<file path="src/rtl/nth_prime_gen.sv">
`default_nettype none
// ============================================================================
// Module   : nth_prime_gen
// Brief    : Returns the n-th prime (0-based) below 512 by trial division,
//            one divisor test per clock, with a start/done handshake.
// Revision : 1.0 - initial release
// ============================================================================
module nth_prime_gen #(
    parameter int MAX_INDEX = 96
) (
    input  logic       clk,
    input  logic       rst_n,
    input  logic       start,
    input  logic [6:0] index,
    output logic       busy,
    output logic       done,
    output logic [8:0] prime,
    output logic       error
);

    localparam logic [6:0] c_max_index = 7'(MAX_INDEX);
    localparam logic [8:0] c_first_cand = 9'd2;
    localparam logic [4:0] c_first_div  = 5'd2;

    typedef enum logic [0:0] {
        S_IDLE   = 1'b0,
        S_SEARCH = 1'b1
    } state_t;

    state_t     r_state,    w_state_nxt;
    logic [6:0] r_target,   w_target_nxt;
    logic [8:0] r_cand,     w_cand_nxt;
    logic [6:0] r_count,    w_count_nxt;
    logic [4:0] r_d,        w_d_nxt;
    logic       r_err_pend, w_err_pend_nxt;
    logic       r_busy,     w_busy_nxt;
    logic       r_done,     w_done_nxt;
    logic [8:0] r_prime,    w_prime_nxt;
    logic       r_error,    w_error_nxt;

    logic [9:0] w_d_sq;
    logic       w_past_root;
    logic [8:0] w_divisor;
    logic [8:0] w_rem;
    logic       w_divides;

    // Divisor is forced nonzero so the remainder is defined even while idle.
    assign w_d_sq      = {5'd0, r_d} * {5'd0, r_d};
    assign w_past_root = (w_d_sq > {1'b0, r_cand});
    assign w_divisor   = (r_d == 5'd0) ? 9'd1 : {4'd0, r_d};
    assign w_rem       = r_cand % w_divisor;
    assign w_divides   = (w_rem == 9'd0);

    always_ff @(posedge clk or negedge rst_n) begin
        if (!rst_n) begin
            r_state    <= S_IDLE;
            r_target   <= 7'd0;
            r_cand     <= 9'd0;
            r_count    <= 7'd0;
            r_d        <= 5'd0;
            r_err_pend <= 1'b0;
            r_busy     <= 1'b0;
            r_done     <= 1'b0;
            r_prime    <= 9'd0;
            r_error    <= 1'b0;
        end else begin
            r_state    <= w_state_nxt;
            r_target   <= w_target_nxt;
            r_cand     <= w_cand_nxt;
            r_count    <= w_count_nxt;
            r_d        <= w_d_nxt;
            r_err_pend <= w_err_pend_nxt;
            r_busy     <= w_busy_nxt;
            r_done     <= w_done_nxt;
            r_prime    <= w_prime_nxt;
            r_error    <= w_error_nxt;
        end
    end

    always_comb begin
        w_state_nxt    = r_state;
        w_target_nxt   = r_target;
        w_cand_nxt     = r_cand;
        w_count_nxt    = r_count;
        w_d_nxt        = r_d;
        w_err_pend_nxt = 1'b0;
        w_done_nxt     = 1'b0;
        w_prime_nxt    = r_prime;
        w_error_nxt    = r_error;

        case (r_state)
            S_IDLE: begin
                // A rejected index reports one edge after acceptance.
                if (r_err_pend) begin
                    w_done_nxt  = 1'b1;
                    w_error_nxt = 1'b1;
                    w_prime_nxt = 9'd0;
                end else if (start) begin
                    if (index > c_max_index) begin
                        w_err_pend_nxt = 1'b1;
                    end else begin
                        w_target_nxt = index;
                        w_cand_nxt   = c_first_cand;
                        w_count_nxt  = 7'd0;
                        w_d_nxt      = c_first_div;
                        w_state_nxt  = S_SEARCH;
                    end
                end
            end
            S_SEARCH: begin
                if (w_past_root) begin
                    if (r_count == r_target) begin
                        w_prime_nxt = r_cand;
                        w_error_nxt = 1'b0;
                        w_done_nxt  = 1'b1;
                        w_state_nxt = S_IDLE;
                    end else begin
                        w_count_nxt = r_count + 7'd1;
                        w_cand_nxt  = r_cand + 9'd1;
                        w_d_nxt     = c_first_div;
                    end
                end else if (w_divides) begin
                    w_cand_nxt = r_cand + 9'd1;
                    w_d_nxt    = c_first_div;
                end else begin
                    w_d_nxt = r_d + 5'd1;
                end
            end
            default: w_state_nxt = S_IDLE;
        endcase

        w_busy_nxt = (w_state_nxt == S_SEARCH);
    end

    assign busy  = r_busy;
    assign done  = r_done;
    assign prime = r_prime;
    assign error = r_error;

endmodule
`default_nettype wire

</file>
<file path="config.mk">
export PLATFORM = sky130hd
export DESIGN_NAME = nth_prime_gen
export DESIGN_NICKNAME = d
export VERILOG_FILES = /design/src/rtl/nth_prime_gen.sv
export SDC_FILE = /design/constraint.sdc
export NUM_CORES = 1
export LEC_CHECK = 0
export CAP_MARGIN = 25
export CORE_MARGIN = 2
export CORE_UTILIZATION = 45
export CTS_BUF_LIST = sky130_fd_sc_hd__clkbuf_16
export DETAILED_ROUTE_END_ITERATION = 12
export SLEW_MARGIN = 20
export SYNTH_ARGS = -nofsm -noshare
export SYNTH_HDL_FRONTEND = slang
export SYNTH_SLANG_ARGS = --single-unit
</file>
<file path="constraint.sdc">
create_clock -name clk -period 36.9 [get_ports clk]
set_input_delay 5.535 -clock clk [delete_from_list [all_inputs] [get_ports clk]]
set_output_delay 5.535 -clock clk [all_outputs]
set_load 0.02 [all_outputs]
</file>
==> results of run 1 <==
## worst paths after layout
| check | endpoint | start | cells past startpoint |
|---|---|---|---|
| setup / recovery | r_cand[7] | r_d[0] | 61 |
| hold / removal | error | error | 2 |
| setup reg to reg | r_cand[7] | r_d[0] | 61 |
| hold reg to reg | error | error | 2 |
| max in group asynchronous | r_cand[2] | rst_n | 1 |
| min in group asynchronous | prime[4] | rst_n | 1 |
## state kept, by name (all words and copies together), names as in the netlist
register,cells
done,1
r_err_pend,1
r_count,7
busy,1
r_d,5
r_cand,9
r_target,7
error,1
prime,9
## worst register-to-register path: cells and delay by family (launching register included)
| family | cells | cell delay, ps |
|---|---|---|
| AO/OA/AOI/OAI | 23 | 5380 |
| AND/OR/NAND/NOR | 22 | 5090 |
| adder cells (fa/ha/maj) | 9 | 2770 |
| multiplexers | 5 | 1550 |
| flip-flops | 1 | 510 |
| XOR/XNOR | 1 | 200 |
| buffers and inverters | 1 | 190 |
## placed cells by master (no fill, tap or decap), types with 5 or more instances in the layout
cell	n
ha_1	56
nor3_1	12
nand3_1	23
nand4_1	5
nor2b_1	11
xnor2_1	22
mux2_2	13
o21bai_1	5
clkbuf_16	5
a211oi_1	6
mux2i_1	7
nand2_1	37
a21o_1	16
o21ai_0	26
o21a_1	10
clkdlybuf4s50_1	20
o22ai_1	5
nor2_1	60
dfrtp_1	41
or3_1	9
inv_1	40
o21ai_1	6
xor2_1	11
a21oi_1	27
## metal layers
layer / global-route usage / vias to the layer above
li1: - / 2030
met1: 0.289 / 1924
met3: 0.0204 / 16
met4: 0.0573 / 0
met5: 0 / -
met2: 0.357 / 86
## metrics by stage
stage | area (sq um) | hold slack, ps
finish | 5080 | 482
floorplan | 4640 | 481
global placement | 4940 | 459
detailed placement | 4940 | 467
global route | 5080 | 528
CTS | 5080 | 482
## cell type report
cell class                      instances  area [sq um]
Timing Repair Buffer                   22           213
Inverter                               40           150
Clock inverter                          3          13.8
Sequential cell                        41          1030
Fill cell                             986          5100
Clock buffer                            5           125
Multi-Input combinational cell        455          3390
Tap cell                              136           170
## cells by family (layout without fill, tap and decap cells)
| logic type | Yosys count | count (layout) | synth area share |
|---|---|---|---|
| multiplexers | 25 | 25 | 0.0612 |
| AND/OR/NAND/NOR | 192 | 192 | 0.213 |
| buffers and inverters | 59 | 70 | 0.0498 |
| AO/OA/AOI/OAI | 145 | 145 | 0.225 |
| flip-flops | 41 | 41 | 0.221 |
| adder cells (fa/ha/maj) | 60 | 60 | 0.168 |
| XOR/XNOR | 33 | 33 | 0.0622 |
==> results.md, run 1 <==
* Post-CTS Setup Bufs at 0
* WL met2 at 5330 microns
* Placed Cells at 694
* Clock buffer depth at 2
* Final setup TNS at 0 ps
* Initial Util at 0.456
* Reg2reg setup slack at 21090 ps
* Initial antenna violation count at 0
* DR iter-0 viols at 191
* Port bufs at 21
* Clk Latency, worst-skew pair at 280 ps
* Root Buffer: clkbuf_16
* Slowest CP cell: or4_1
* Cts bufs inserted at 5
* Worst Path Class, Setup: reg -> reg
* Final setup margin at 21090 ps
* Critical Path Most Common Cell: ha_1
* Core area at 10200 sq um
* Top cell type by total area after synthesis: dfrtp_1
* Htree depth at 2
* Outcome: finished, final reports clean
* Final non-filler cell total at 702
* Die Y at 106 microns
* Ports at 22
* # rows at 37
* Post-synth net total at 625
* Max Slew Vio Count at 0
* Number of synthesized register bits at 41
* TritonRoute pass-1 iters at 5
* Vias/cell at 5.78
* Startpoint types: flop
* Cts hold-fix bufs at 0
* Final period util at 0.429
* Die Span X at 106 microns
* Number of global-route vias before repair at 3937
* Total GRT Usage at 0.211
* Max stage delay on crit path at 570 ps
* Routed vias at 4056
* # diodes at 0
* Largest net degree at the start of global routing at 42
* Met1 Routed Length at 5450 microns
* Remaining Overflow, GRT at 0
* Ys flop type: dfrtp_1
* Tightest Pin Transition at 895 ps
* Buf+Inv Stages, Crit Path at 1
* Share of cells above drive strength 1 at 0.0742
* Nets at 635
* Area share of the largest cell type after synthesis at 0.221
* # DRC at 0
* Post-synth EDFFs at 0
* Area growth from synthesis to layout at 9.49%
* Final HPWL DP at 8780 microns
* Commonest cells in the synthesized netlist: nor2_1 (60), ha_1 (56), dfrtp_1 (41), inv_1 (39), nand2_1 (37)
* Syn. warnings at 0
* Synth async-reset ratio at 1.00
* Avg Inst Size Synth at 8.37 sq um
* CTS resizes at 0
* Post-DRT Antenna Nets at 0
* Highest achievable clock rate at 63.2 MHz
* CTS tree: built
* Mapped Area at 4640 sq um
* Synth Instances at 555
* GPL Wtd Cong at 0.873
* Worst hold path class: reg -> reg
* Largest cells by area after synthesis: dfrtp_1 (22%), ha_1 (15%), nor2_1 (4.9%), xnor2_1 (4.1%), inv_1 (3.2%)
* Final hold vios at 0
* First-pass GRT wire length at 19300 microns
* WL final at 11300 microns
* DP Worst Slack at 21350 ps
* CP arrival at 15970 ps
* Clk pin slew, worst setup/hold paths at 60 ps
* CP Max Fanout at 15
* Crit path required time at 37060 ps
* Avg WL per Cell at 16.2 microns
* Die area at 11100 sq um
* Final setup vio count at 0
* Count leader, synth: nor2_1
* Distinct cells, synth at 71
* Sequential area share after synthesis at 0.221
* Clk_skew at 3.46 ps
* Post-layout min period at 15810 ps
* Max-cap violation count at 0
* Met3 Routed Length at 370 microns
* Topmost layer with routed signal wires: met4
* Crit end category: flop
* Family with the most delay on the worst path: compound AO/OA/AOI/OAI gates
* Clk sinks at 41
* RSZ-0062 raised after global routing: false
* Core occupancy in the finished layout at 0.499
* Max-Slew Margin vs Limit at 0.403
Power of run 1 is not shown: default switching activity piles up to over one toggle a cycle in this logic, so the estimate is an artifact.
==> run 2: changes to the inputs <==
==> constraint.sdc (replaced) <==
create_clock -name clk -period 14.6 [get_ports clk]
set_input_delay 2.19 -clock clk [delete_from_list [all_inputs] [get_ports clk]]
set_output_delay 2.19 -clock clk [all_outputs]
set_load 0.02 [all_outputs]
==> run 2 against run 1 <==
Against the previous run: clock-buffer cell count unchanged; global-route usage down 0.31 points; clock skew about the same; non-clock buffer count up 20; worst hold slack better by 4.4 ps; via count up 1.2%; final cell count up 2.8%; utilization up 2.8 points; maximum frequency up 14%; routed wire length up 0.34%; final area up 5.7%; first-iteration DRC count down 25%.
==> results.md, run 2 (synthesized netlist as in run 1, its figures left out) <==
* Outcome: finished, final reports clean (unchanged)
* Tightest Pin Transition at 903 ps (was 895 ps)
* Initial antenna violation count at 0 (unchanged)
* Cts hold-fix bufs at 0 (unchanged)
* Final setup vio count at 0 (unchanged)
* Die Span X at 106 microns (unchanged)
* Nets at 655 (was 635)
* Startpoint types: flop (unchanged)
* Most frequent cells in the layout: nor2_1 (57), ha_1 (54), inv_1 (38), dfrtp_1 (38), nand2_1 (36) (was nor2_1 (60), ha_1 (56), dfrtp_1 (41))
* Max Slew Vio Count at 0 (unchanged)
* Area growth from synthesis to layout at 15.7% (was 9.49%)
* Critical Path Most Common Cell: ha_1 (unchanged)
* Crit path required time at 14760 ps (was 37060 ps)
* Ports at 22 (unchanged)
* Final setup margin at 707 ps (was 21090 ps)
* DP Worst Slack at -244 ps (was 21350 ps)
* GPL Wtd Cong at 0.863 (was 0.873)
* Remaining Overflow, GRT at 0 (unchanged)
* Final period util at 0.952 (was 0.429)
* TritonRoute pass-1 iters at 4 (was 5)
* Post-DRT Antenna Nets at 0 (unchanged)
* First-pass GRT wire length at 19100 microns (was 19300 microns)
* DR iter-0 viols at 143 (was 191)
* # diodes at 0 (unchanged)
* Initial Util at 0.456 (unchanged)
* Largest net degree at the start of global routing at 42 (unchanged)
* Worst Path Class, Setup: reg -> reg (unchanged)
* Max stage delay on crit path at 530 ps (was 570 ps)
* Clk Latency, worst-skew pair at 280 ps (about the same)
* Cts bufs inserted at 5 (unchanged)
* CTS tree: built (unchanged)
* CP Max Fanout at 9 (was 15)
* Post-layout min period at 13890 ps (was 15810 ps)
* Final hold vios at 0 (unchanged)
* Clock buffer depth at 2 (unchanged)
* Final non-filler cell area at 5370 sq um (was 5080 sq um)
* Total GRT Usage at 0.208 (was 0.211)
* Port bufs at 21 (unchanged)
* Share of cells above drive strength 1 at 0.152 (was 0.0742)
* Worst hold path class: reg -> reg (unchanged)
* Slowest CP cell: or4_1 (unchanged)
* CP arrival at 14060 ps (was 15970 ps)
* Die Y at 106 microns (unchanged)
* Core area at 10200 sq um (unchanged)
* Final HPWL DP at 8870 microns (was 8780 microns)
* Clk_skew at 3.66 ps (was 3.46 ps)
* Avg WL per Cell at 15.8 microns (was 16.2 microns)
* Final hold slack at 486 ps (was 482 ps)
* Crit end category: flop (unchanged)
* Vias/cell at 5.69 (was 5.78)
* Area after DPL at 5030 sq um (was 4940 sq um)
* Highest achievable clock rate at 72.0 MHz (was 63.2 MHz)
* Most common cell after layout, fill and taps aside: nor2_1 (unchanged)
* Die area at 11100 sq um (unchanged)
* Root Buffer: clkbuf_16 (unchanged)
* Clk sinks at 41 (unchanged)
* Htree depth at 2 (unchanged)
* Max-Slew Margin vs Limit at 0.398 (was 0.403)
* Clk pin slew, worst setup/hold paths at 60 ps (about the same)
* Routed vias at 4106 (was 4056)
* # rows at 37 (unchanged)
* # DRC at 0 (unchanged)
* Number of global-route vias before repair at 4008 (was 3937)
* Max-cap violation count at 0 (unchanged)
* WL final at 11400 microns (was 11300 microns)
==> run 2: repair_timing <==
| item | CTS | global route |
|---|---|---|
| setup buffers | 1 | 8 |
| pin swaps | 0 | 4 |
| endpoints found under the setup margin | 8 | 14 |
| resized for setup | 1 | 33 |
==> run 2: metrics by stage <==
stage                util  TNS, ps  std cells
finish              0.528        0        722
global route        0.528    -53.2        722
CTS                 0.509        0        714
detailed placement  0.494     -520        705
global placement    0.494        0        705
floorplan               -        0        555
==> run 2: path summary, 6_finish.rpt <==
kind	slack [ps]	depth (start not counted)	end	from
worst max-delay path	710	58	r_cand[7]	r_d[4]
worst min-delay path	490	2	error	error
worst max register to register	710	58	r_cand[7]	r_d[4]
worst min register to register	490	2	error	error
max in group asynchronous	11950	1	r_d[3]	rst_n
min in group asynchronous	2030	1	prime[6]	rst_n
==> run 2: layout make-up <==
type / instances / area, sq um
fillers: 971 / 4810
multi-input cells: 455 / 3510
flip-flops and latches: 41 / 1030
repair buffers: 42 / 363
well taps: 136 / 170
inverters: 40 / 153
clock buffers: 5 / 125
clock inverters: 3 / 17.5
==> run 2: routing by layer <==
layer / track usage / wire length, microns / vias up
li1: - / - / 2072
met2: 0.350 / 5380 / 85
met1: 0.280 / 5330 / 1928
met3: 0.0229 / 429 / 21
met5: 0 / 0 / -
met4: 0.0686 / 247 / 0
==> run 2: critical path, delay by kind of cell (launching register included) <==
kind | cells | cell delay (ps)
AND/OR/NAND/NOR | 23 | 5210
flip-flops | 1 | 490
XOR/XNOR | 1 | 150
adder cells (fa/ha/maj) | 8 | 2450
AO/OA/AOI/OAI | 21 | 4000
multiplexers | 5 | 1470
Power of run 2 is left out for the same reason.
